$ cat config.mk
export PLATFORM = sky130hd
export DESIGN_NAME = mem_stage_unit
export DESIGN_NICKNAME = d
export VERILOG_FILES = /design/src/rtl/mem_stage_unit.sv
export SDC_FILE = /design/constraint.sdc
export NUM_CORES = 1
export LEC_CHECK = 0
export ABC_AREA = 1
export CORE_MARGIN = 3
export CORE_UTILIZATION = 30
export DETAILED_ROUTE_END_ITERATION = 6
export SETUP_SLACK_MARGIN = 0.2
export SYNTH_ARGS = -nofsm -noshare
export SYNTH_HDL_FRONTEND = slang
export SYNTH_SLANG_ARGS = --single-unit
$ cat constraint.sdc
create_clock -name clk -period 3.1 [get_ports clk]
set_input_delay 0.465 -clock clk [delete_from_list [all_inputs] [get_ports clk]]
set_output_delay 0.465 -clock clk [all_outputs]
set_load 0.05 [all_outputs]
$ cat src/rtl/mem_stage_unit.sv
// MEM stage: runs loads/stores on a req/ack data memory and loads the MEM/WB register.
// Non-memory ops take one cycle. Memory ops hold freeze high until the access completes or times out.
module mem_stage_unit #(
   parameter logic [31:0] MEM_BASE = 32'd1024,
   parameter logic [7:0]  TIMEOUT  = 8'd255
) (
   input  logic        clk,
   input  logic        rst,
   input  logic [31:0] PC_in,
   input  logic        WB_En_in,
   input  logic        MEM_R_En_in,
   input  logic        MEM_W_En_in,
   input  logic [31:0] ALU_result_in,
   input  logic [31:0] Store_val_in,
   output logic        freeze,
   output logic        mem_req,
   output logic        mem_we,
   output logic [31:0] mem_addr,
   output logic [31:0] mem_wdata,
   input  logic [31:0] mem_rdata,
   input  logic        mem_ack,
   output logic [31:0] PC,
   output logic        WB_En,
   output logic        MEM_R_En,
   output logic [31:0] ALU_result,
   output logic [31:0] Mem_value,
   output logic        bus_err
);

   typedef enum logic [1:0] {IDLE, ACCESS, DONE} state_t;

   state_t      state, state_nxt;
   logic [7:0]  cnt;
   logic        abort;
   logic [31:0] rdata_q;
   logic [31:0] addr_diff;
   logic        mem_op, is_load, misaligned, timed_out;

   assign mem_op     = MEM_R_En_in | MEM_W_En_in;
   // A simultaneous read and write request is executed as a store.
   assign is_load    = MEM_R_En_in & ~MEM_W_En_in;
   assign misaligned = (ALU_result_in[1:0] != 2'b00);
   assign timed_out  = (cnt == (TIMEOUT - 8'd1));
   assign addr_diff  = ALU_result_in - MEM_BASE;
   assign mem_addr   = {2'b00, addr_diff[31:2]};
   assign mem_wdata  = Store_val_in;

   always_comb begin
      state_nxt = state;
      freeze    = 1'b0;
      case (state)
         IDLE: begin
            if (mem_op && !misaligned) begin
               freeze    = 1'b1;
               state_nxt = ACCESS;
            end
         end
         ACCESS: begin
            freeze = 1'b1;
            if (mem_ack || timed_out)
               state_nxt = DONE;
         end
         DONE:    state_nxt = IDLE;
         default: state_nxt = IDLE;
      endcase
      if (rst)
         freeze = 1'b0;
   end

   always_ff @(posedge clk) begin
      if (rst) begin
         state      <= IDLE;
         cnt        <= 8'd0;
         abort      <= 1'b0;
         rdata_q    <= 32'd0;
         mem_req    <= 1'b0;
         mem_we     <= 1'b0;
         PC         <= 32'd0;
         WB_En      <= 1'b0;
         MEM_R_En   <= 1'b0;
         ALU_result <= 32'd0;
         Mem_value  <= 32'd0;
         bus_err    <= 1'b0;
      end else begin
         state   <= state_nxt;
         mem_req <= (state_nxt == ACCESS);
         mem_we  <= (state_nxt == ACCESS) & MEM_W_En_in;
         cnt     <= (state == ACCESS) ? cnt + 8'd1 : 8'd0;

         if (state == ACCESS) begin
            if (mem_ack) begin
               abort   <= 1'b0;
               rdata_q <= is_load ? mem_rdata : 32'd0;
            end else if (timed_out) begin
               abort   <= 1'b1;
               rdata_q <= 32'd0;
            end
         end

         // Default is a bubble; only completing instructions overwrite it.
         PC         <= 32'd0;
         WB_En      <= 1'b0;
         MEM_R_En   <= 1'b0;
         ALU_result <= 32'd0;
         Mem_value  <= 32'd0;
         bus_err    <= 1'b0;
         case (state)
            IDLE: begin
               if (!mem_op || misaligned) begin
                  PC         <= PC_in;
                  ALU_result <= ALU_result_in;
                  WB_En      <= WB_En_in & ~mem_op;
                  bus_err    <= mem_op;
               end
            end
            DONE: begin
               PC         <= PC_in;
               WB_En      <= WB_En_in & ~abort;
               MEM_R_En   <= is_load;
               ALU_result <= ALU_result_in;
               Mem_value  <= rdata_q;
               bus_err    <= abort;
            end
            default: ;
         endcase
      end
   end

endmodule

# After elaboration in Yosys (flattened, before gate mapping)
# Cells that the tools add are included.
[totals]
output_inout_bits = 166
inputBits = 134
elab_cells = 58
ff_bits = 144
[classes]
n_addsub = 2
n_reduce_logical = 11
eq_ne = 4
n_mux = 19
bitwise_logic = 10
[op_table]
columns = ["op", "count"]
rows = [
  ["$mux 32", 5],
  ["$pmux 32 s2", 2],
  ["$sub 32x11->32 const B", 1],
  ["$add 8x1->8 const B", 1],
  ["$eq 8x8->1 const B", 1],
  ["$mux 1", 6],
  ["$pmux 1 s2", 3],
  ["$not 1->1", 5],
  ["$and 1x1->1", 4],
  ["$eq 2x1->1 const B", 2],
  ["$mux 2", 2],
  ["$pmux 2 s2", 1],
  ["$reduce_bool 2->1", 2],
  ["$reduce_or 2->1", 2],
  ["$eq 2x2->1 const B", 1],
  ["$logic_not 1->1", 2],
  ["$logic_not 2->1", 1],
  ["$logic_or 1x1->1", 2],
  ["$reduce_and 2->1", 1],
  ["$logic_and 1x1->1", 1],
  ["$or 1x1->1", 1],
]

# Logic depth before layout (Yosys ltp)
[depth]
word_depth = 7
depth_mapped = 11
ltp_nobuf = 10

# Worst setup path before layout
# Ideal clock, no wire load.
[synth_timing]
path_kind = "in2out"
from = "input ALU_result_in[10]"
to = "output mem_addr[24]"
n_path_buf = 0
t_required_ns = 2.635
stages = 6
t_arrival_ns = 2.308
setup_slack_ns = 0.327
cell_sequence = "inv_1 -> ha_1 -> nand2_1 -> nor2_1 -> nand2_1 -> xnor2_1"
[synth_via]
elab_chain_cells = 1
[synth_rtl]
columns = ["item", "line_no", "text"]
rows = [
  ["start, declared", "13", "input logic [31:0] ALU_result_in,"],
  ["$sub 32x11->32", "44", "assign addr_diff = ALU_result_in - MEM_BASE;"],
  ["end, declared", "18", "output logic [31:0] mem_addr,"],
]
# Every way passes these cells.

# Final worst setup path
[layout_timing]
from = "input ALU_result_in[10]"
to = "output mem_addr[10]"
# The elaborated chain is that of the path after synthesis.

==> impl_metrics.tcl <==
set metrics [dict create \
    postCtsSetupRepairBufs 0 \
    fin_nets 1072 \
    dp.cells 1145 \
    ctsHoldBuffers 0 \
    syn2layout_area_growth_pct 49.0 \
    die_area_um2 20700 \
    r2r_start "cnt[0]" \
    die_w_um 144 \
    netlist_area_um2 5700 \
    hpwlAfterDp_mm 11.8 \
    viasPerCell 4.30 \
    layoutNonFillerInstCount 1174 \
    crit_fanout 6 \
    io_pins 300 \
    layout-drive-gt1-share_pct 6.98 \
    critical_path.startpoint_type "primary input" \
    worst-path-buf-inv 3 \
    start_util_pct 31.1 \
    dr.pass1.iters 4 \
    track_usage_pct 15.3 \
    netlist_instances 750 \
    grt_pass1_vias 4741 \
    vias 5045 \
    fin_crit_sh_pct 88.0 \
    yosys_warnings 0 \
    timing.fmax_ghz 0.367 \
    worst_pin_slew_ns 0.642 \
    core-area_um2 18300 \
    grt_pass1_wl_mm 24.5 \
    drv_cap 0 \
    ys_seq_elements 144 \
    hold_class "reg2reg" \
    seqCellArea_um2 2880 \
    cts.sinks 144 \
    critPathTopFamily "buffers and inverters" \
    wl_met3_mm 1.41 \
    peakVddDrop_mv 0.389 \
    path_common_cell "clkdlybuf4s50_1" \
    multiInputGateArea_um2 1860 \
    highest_layer "met4" \
    port_buffers 233 \
    crit_slowest_cell "clkdlybuf4s50_1" \
    wl_per_cell_um 13.7 \
    cts_root_buffer "clkbuf_16" \
    hp-start "rdata_q[31]" \
    cts_buffer_depth 2 \
    required_ns 2.63 \
    routed_wl_mm 16.1 \
    fin_skew_ns 0.0150 \
    wl_met1_mm 6.80 \
    end_kind "output port" \
    slew-limit-headroom_pct 57.2 \
    fp-row-count 49 \
    worst_skew_pair.late_latency_ns 0.42 \
    post-route-drc-count 0 \
    slew_viol_final 0 \
    r2r_slack_ns 1.30 \
    reg2regPathDepth 10 \
    fillers 1865 \
    min_to "Mem_value[31]" \
    arrival_ns 2.26 \
    layout_commonest_cell "clkdlybuf4s50_1" \
    p_leak_nw 4.07 \
    grt_setup_unrepaired "false" \
    numCtsBuffers 17 \
    final_antenna_net_count 0 \
    drt_iter0_markers 133 \
    syn_area_per_cell_um2 7.59 \
    slowest_delay_ns 0.82 \
    routed-wl-met2_mm 7.57 \
    antenna_found_initial 0 \
    synth_cell_type_count 23 \
    setup-tns-final_ns 0 \
    grt_start_max_net_pins 63 \
    diodes 0 \
    hold_viol 0 \
    clk_pin_slew_ns 0.06 \
    status "complete, no violations" \
    layout_common_cells "clkdlybuf4s50_1 (214), nand2_1 (176), dfxtp_1 (144)" \
    hold_depth 2 \
    powerDensity_nw_per_um2 577 \
    critPathKind "in2out" \
    min_period_ns 2.73 \
    cts_resized 0 \
    die_y_um 144 \
    place_congestion 0.823 \
    finalSetupViolCount 0 \
    htreeDepth 4 \
    cts_tree "built" \
    grt_overflow_total 0 \
    worstPathCellList "clkdlybuf4s50_1, inv_1, ha_1, xor2_1, clkdlybuf4s50_1" \
    rr_endpoint "rdata_q[0]" \
    seq_area_frac_synth_pct 50.6 \
]
-- worst max-delay path by stage --
stage | start | end | slack [ns] | depth (start not counted)
detailed placement | ALU_result_in[10] | mem_addr[10] | 0.38 | 5
finish | ALU_result_in[10] | mem_addr[10] | 0.37 | 5
global placement | ALU_result_in[10] | mem_addr[10] | 0.40 | 5
CTS | ALU_result_in[10] | mem_addr[10] | 0.37 | 5
floorplan | ALU_result_in[10] | mem_addr[24] | 0.33 | 6
global route | ALU_result_in[10] | mem_addr[10] | 0.29 | 5
-- cell usage after synthesis, drive strengths merged --
cell type / count / area, um^2
o21ai: 7 / 35.0
buf: 73 / 500
nand3: 105 / 526
nand4: 6 / 37.5
a31oi: 1 / 6.26
xnor2: 10 / 87.6
nand2: 179 / 689
dfxtp: 144 / 2880
inv: 124 / 465
conb: 1 / 3.75
nor3b: 1 / 7.51
xor2: 6 / 52.6
nor2: 84 / 330
a21oi: 6 / 33.8
ha: 3 / 37.5
-- flip-flops by register name (all words and copies together) (netlist names), 2 cells and up --
register    flops
ALU_result     32
PC             32
state           2
rdata_q        32
Mem_value      32
cnt             8
-- worst min-delay path: cells and delay by family (launching register included) --
kind / cells / cell delay [ns]
DFF: 1 / 0.31
and+or+nand+nor: 1 / 0.03
buffers and inverters: 1 / 0.05
-- cell families (layout without fill, tap and decap cells) --
group / count (synthesis) / after routing / share of synthesized area (%)
simple gates: 375 / 375 / 27.9
buf+inv: 197 / 391 / 17.0
flops: 144 / 144 / 50.6
xor+xnor: 16 / 16 / 2.46
compound gates: 14 / 14 / 1.32
fa+ha+maj: 3 / 3 / 0.659
other cells: 1 / 2 / 0.0658
-- report_power, final --
group          leakage [nW]  internal, mW  switching [mW]
Combinational          2.60         0.310           0.520
Sequential             1.18          1.93          0.0216
Clock                 0.297          1.37           0.740
-- final cells by class --
type                            count  share of cell area (%)
Sequential cell                   144                    34.0
Timing Repair Buffer              238                    28.0
Multi-Input combinational cell    410                    22.0
Inverter                          124                    5.49
Clock buffer                       19                    5.34
Tap cell                          229                    3.38
Clock inverter                     10                    1.92
-- per-layer routing --
| layer | up-vias | track usage [%] |
|---|---|---|
| met2 | 192 | 26.2 |
| met1 | 2242 | 17.6 |
| met4 | 0 | 5.20 |
| li1 | 2582 | - |
| met5 | - | 0 |
| met3 | 29 | 5.72 |
-- stage by stage --
stage	util, %	total power, mW	worst slack [ns]	hold WS, ns	cell area (um^2)
detailed placement	42.9	2.83	0.377	0.422	7870
global route	46.3	5.11	0.291	0.452	8490
CTS	46.3	4.98	0.371	0.439	8490
finish	46.3	4.90	0.373	0.438	8490
floorplan	-	2.60	0.327	0.408	5700
global placement	42.9	2.83	0.397	0.416	7870
Note: power is estimated with default switching activity, not from simulation.
==> patch 1 (same settings) <==
Make the reset (`rst`) asynchronous in one clocked block.
--- a/src/rtl/mem_stage_unit.sv
+++ b/src/rtl/mem_stage_unit.sv
@@ -68,5 +68,5 @@
    end
 
-   always_ff @(posedge clk) begin
+   always_ff @(posedge clk or posedge rst) begin
       if (rst) begin
          state      <= IDLE;
Function: differs if rst is asserted again (counterexample within 4 cycles, from zero or initial values and one cycle with rst high); with rst held inactive, the same outputs for 4 cycles.
==> patch 1 against the unedited design <==
Total power rose by 8.4%; wire length rose by 9.3%; hold slack better by 0.023 ns; setup slack got worse by 0.035 ns; clock power fell by 5%; area after synthesis rose by 11%; sequential cell count did not move; cell area grew 7.5%.
==> patch 1: results <==
set metrics [dict create \
    timing.rr.start "cnt[0]" \
    yosys.area_share.adder 0.00594 \
    syn2layout_area_growth_pct 44.3 \
    dpl.cell_count 1186 \
    worst_ir_drop_vdd_mv 0.356 \
    holdPathStages 1 \
    grt_pass1_wl_mm 26.8 \
    synth_ff_type "dfrtp_1" \
    synth_top_cells_by_area "dfrtp_1 57%, nor2_1 11%, nand2_1 9.2%" \
    synth-xor-area-share 0.0194 \
    vias 5064 \
    synth_top_cells_by_count "182 x nor2_1, 155 x nand2_1, 144 x dfrtp_1, 111 x inv_1, 48 x buf_4" \
    post-place-ws_ns 0.346 \
    fin_crit_sh 0.891 \
    track_usage 0.152 \
    outcome "finished, final reports clean" \
    drt_iter0_drc 193 \
    r2r-end "rdata_q[13]" \
    routedWlPerCell_um 14.4 \
    cp_slowest_stage_delay_ns 0.80 \
    gp_congestion 0.885 \
    reg2regPathDepth 9 \
    fillers 2083 \
    syn_inst 742 \
    worstHoldStart "state[0]" \
    r2r_slack_ns 1.17 \
    post_dp_cell_area_sq_um 8550 \
]
[patch 1: worst max path at each step]
stage                                 start            to  cells after the start
final                     ALU_result_in[10]  mem_addr[10]                      7
after CTS                 ALU_result_in[10]  mem_addr[10]                      7
after floorplan           ALU_result_in[10]  mem_addr[12]                      4
after global routing      ALU_result_in[10]  mem_addr[10]                      7
after detailed placement  ALU_result_in[10]  mem_addr[10]                      7
after global placement    ALU_result_in[10]  mem_addr[10]                      7
[patch 1: worst reg2reg max path, stage by stage, from the launching register on]
cell and delay [ns]:
dfrtp_1 0.42, inv_1 0.08, ha_1 0.16, nand2_1 0.05
nor2_1 0.08, nand2_1 0.11, nand2_4 0.34, nand2_4 0.37
nand2_1 0.16, nand2_1 0.06
[patch 1: area by class of cell]
class / instances / area share
Clock inverter: 15 / 0.0160
Tap cell: 270 / 0.0370
Multi-Input combinational cell: 418 / 0.195
Timing Repair Buffer: 241 / 0.264
Inverter: 113 / 0.0469
Sequential cell: 144 / 0.395
Clock buffer: 17 / 0.0466
[patch 1: per-layer routing]
layer | up-vias | track usage | routed length [um]
met1 | 2342 | 0.191 | 7360
met2 | 149 | 0.251 | 8590
met4 | 0 | 0.0780 | 673
met5 | - | 0 | 0
li1 | 2528 | - | -
met3 | 45 | 0.0299 | 930
[patch 1: logic make-up after synthesis]
group	Yosys count
and+or+nand+nor	390
xor gates and xnor gates	14
buffers and inverters	181
DFF	144
adders and majority gates	3
AOI/OAI and AO/OA	9
other	1
[patch 1: power by group]
part | internal (W) | switching (W)
registers | 0.00203 | 0.0000514
logic | 0.000412 | 0.000814
clock network | 0.00113 | 0.000874
total | 0.00357 | 0.00174
==> patch 2 (same flow settings) <==
Made on the original files. The parameter `TIMEOUT` goes from 8'd255 to 8'd127.
--- a/src/rtl/mem_stage_unit.sv
+++ b/src/rtl/mem_stage_unit.sv
@@ -3,5 +3,5 @@
 module mem_stage_unit #(
    parameter logic [31:0] MEM_BASE = 32'd1024,
-   parameter logic [7:0]  TIMEOUT  = 8'd255
+   parameter logic [7:0]  TIMEOUT  = 8'd127
 ) (
    input  logic        clk,
Formal check against the unedited RTL: no difference found for any inputs over 4 cycles, from zero or initial values and one cycle with rst high; that may be too few to reach the edited logic, so the function may still have changed.
==> patch 2 against the unedited design <==
Sequential cell count is the same; final cell count increased by 0.51%; wire length increased by 0.75%; combinational power is essentially flat; setup slack worse by 0.037 ns; total power shrank 0.88%; cell area shrank 0.24%; via count is 0.22% higher; area after synthesis hardly changed; largest power group unchanged; highest routed layer unchanged.
==> patch 2: results <==
set metrics [dict create \
    outcome "finished, final reports clean" \
    grt_pass1_vias 4617 \
    synth-xor-area-share 0.0261 \
    final_nets 1075 \
    dp_hpwl_mm 11.9 \
    use_met2 0.252 \
    post_dp_cell_area_sq_um 7870 \
    vias 5056 \
    synth_top_cells_by_area "dfxtp_1 51%, nand2_1 12%, nand3_1 9.4%" \
    yosys.area_share.adder 0.00659 \
    wirelength_mm 16.2 \
    met2WireLength_mm 7.63 \
    fin_skew_ns 0.00844 \
    synth_top_cells_by_count "177 x nand2_1, 144 x dfxtp_1, 123 x inv_1, 107 x nand3_1, 77 x nor2_1" \
    track_usage 0.152 \
    finalNonFillerCells 1180 \
    grt_util_met1 0.184 \
    pwr-share-seq 0.402 \
    seq_area_frac_synth 0.506 \
    switching_share 0.289 \
    intPower_w 0.00345 \
    fin_crit_sh 0.891 \
    max_slew_margin 0.548 \
    routed-wl-met3_mm 1.20 \
    post-place-ws_ns 0.350 \
    firstDrtPassIters 5 \
    fillers 1859 \
    r2r-end "rdata_q[14]" \
    synth.distinct_cells 25 \
    gp_congestion 0.843 \
    synth-compound-area-share 0.0112 \
]
==> patch 2: cell types whose count changed after synthesis, sizes merged, moves of 2 or more <==
cell and change:
xor2 +4, inv +3, nor3 +2, clkbuf +7, o21ai -2, buf -7
nand3 +3, xnor2 -3, nor2 -3
==> patch 2: layout make-up <==
class	count	area, sq um	share of cell area
clock buffer	17	425	0.0503
tap	229	287	0.0338
multi-input combinational	410	1860	0.220
inverter	127	477	0.0563
clock inverter	15	174	0.0205
timing repair buffer	238	2360	0.279
sequential	144	2880	0.341
==> patch 2: logic make-up after synthesis <==
| logic type | after synthesis |
|---|---|
| buffers and inverters | 200 |
| other | 1 |
| AND/OR/NAND/NOR | 376 |
| AO/OA/AOI/OAI | 12 |
| XOR/XNOR | 17 |
| adder cells (fa/ha/maj) | 3 |
| flip-flops | 144 |
==> patch 2: critical path, cell delays in order <==
cell             delay, ns
clkdlybuf4s50_1       0.49
inv_1                 0.07
ha_1                  0.28
xor2_1                0.17
clkdlybuf4s50_1       0.82
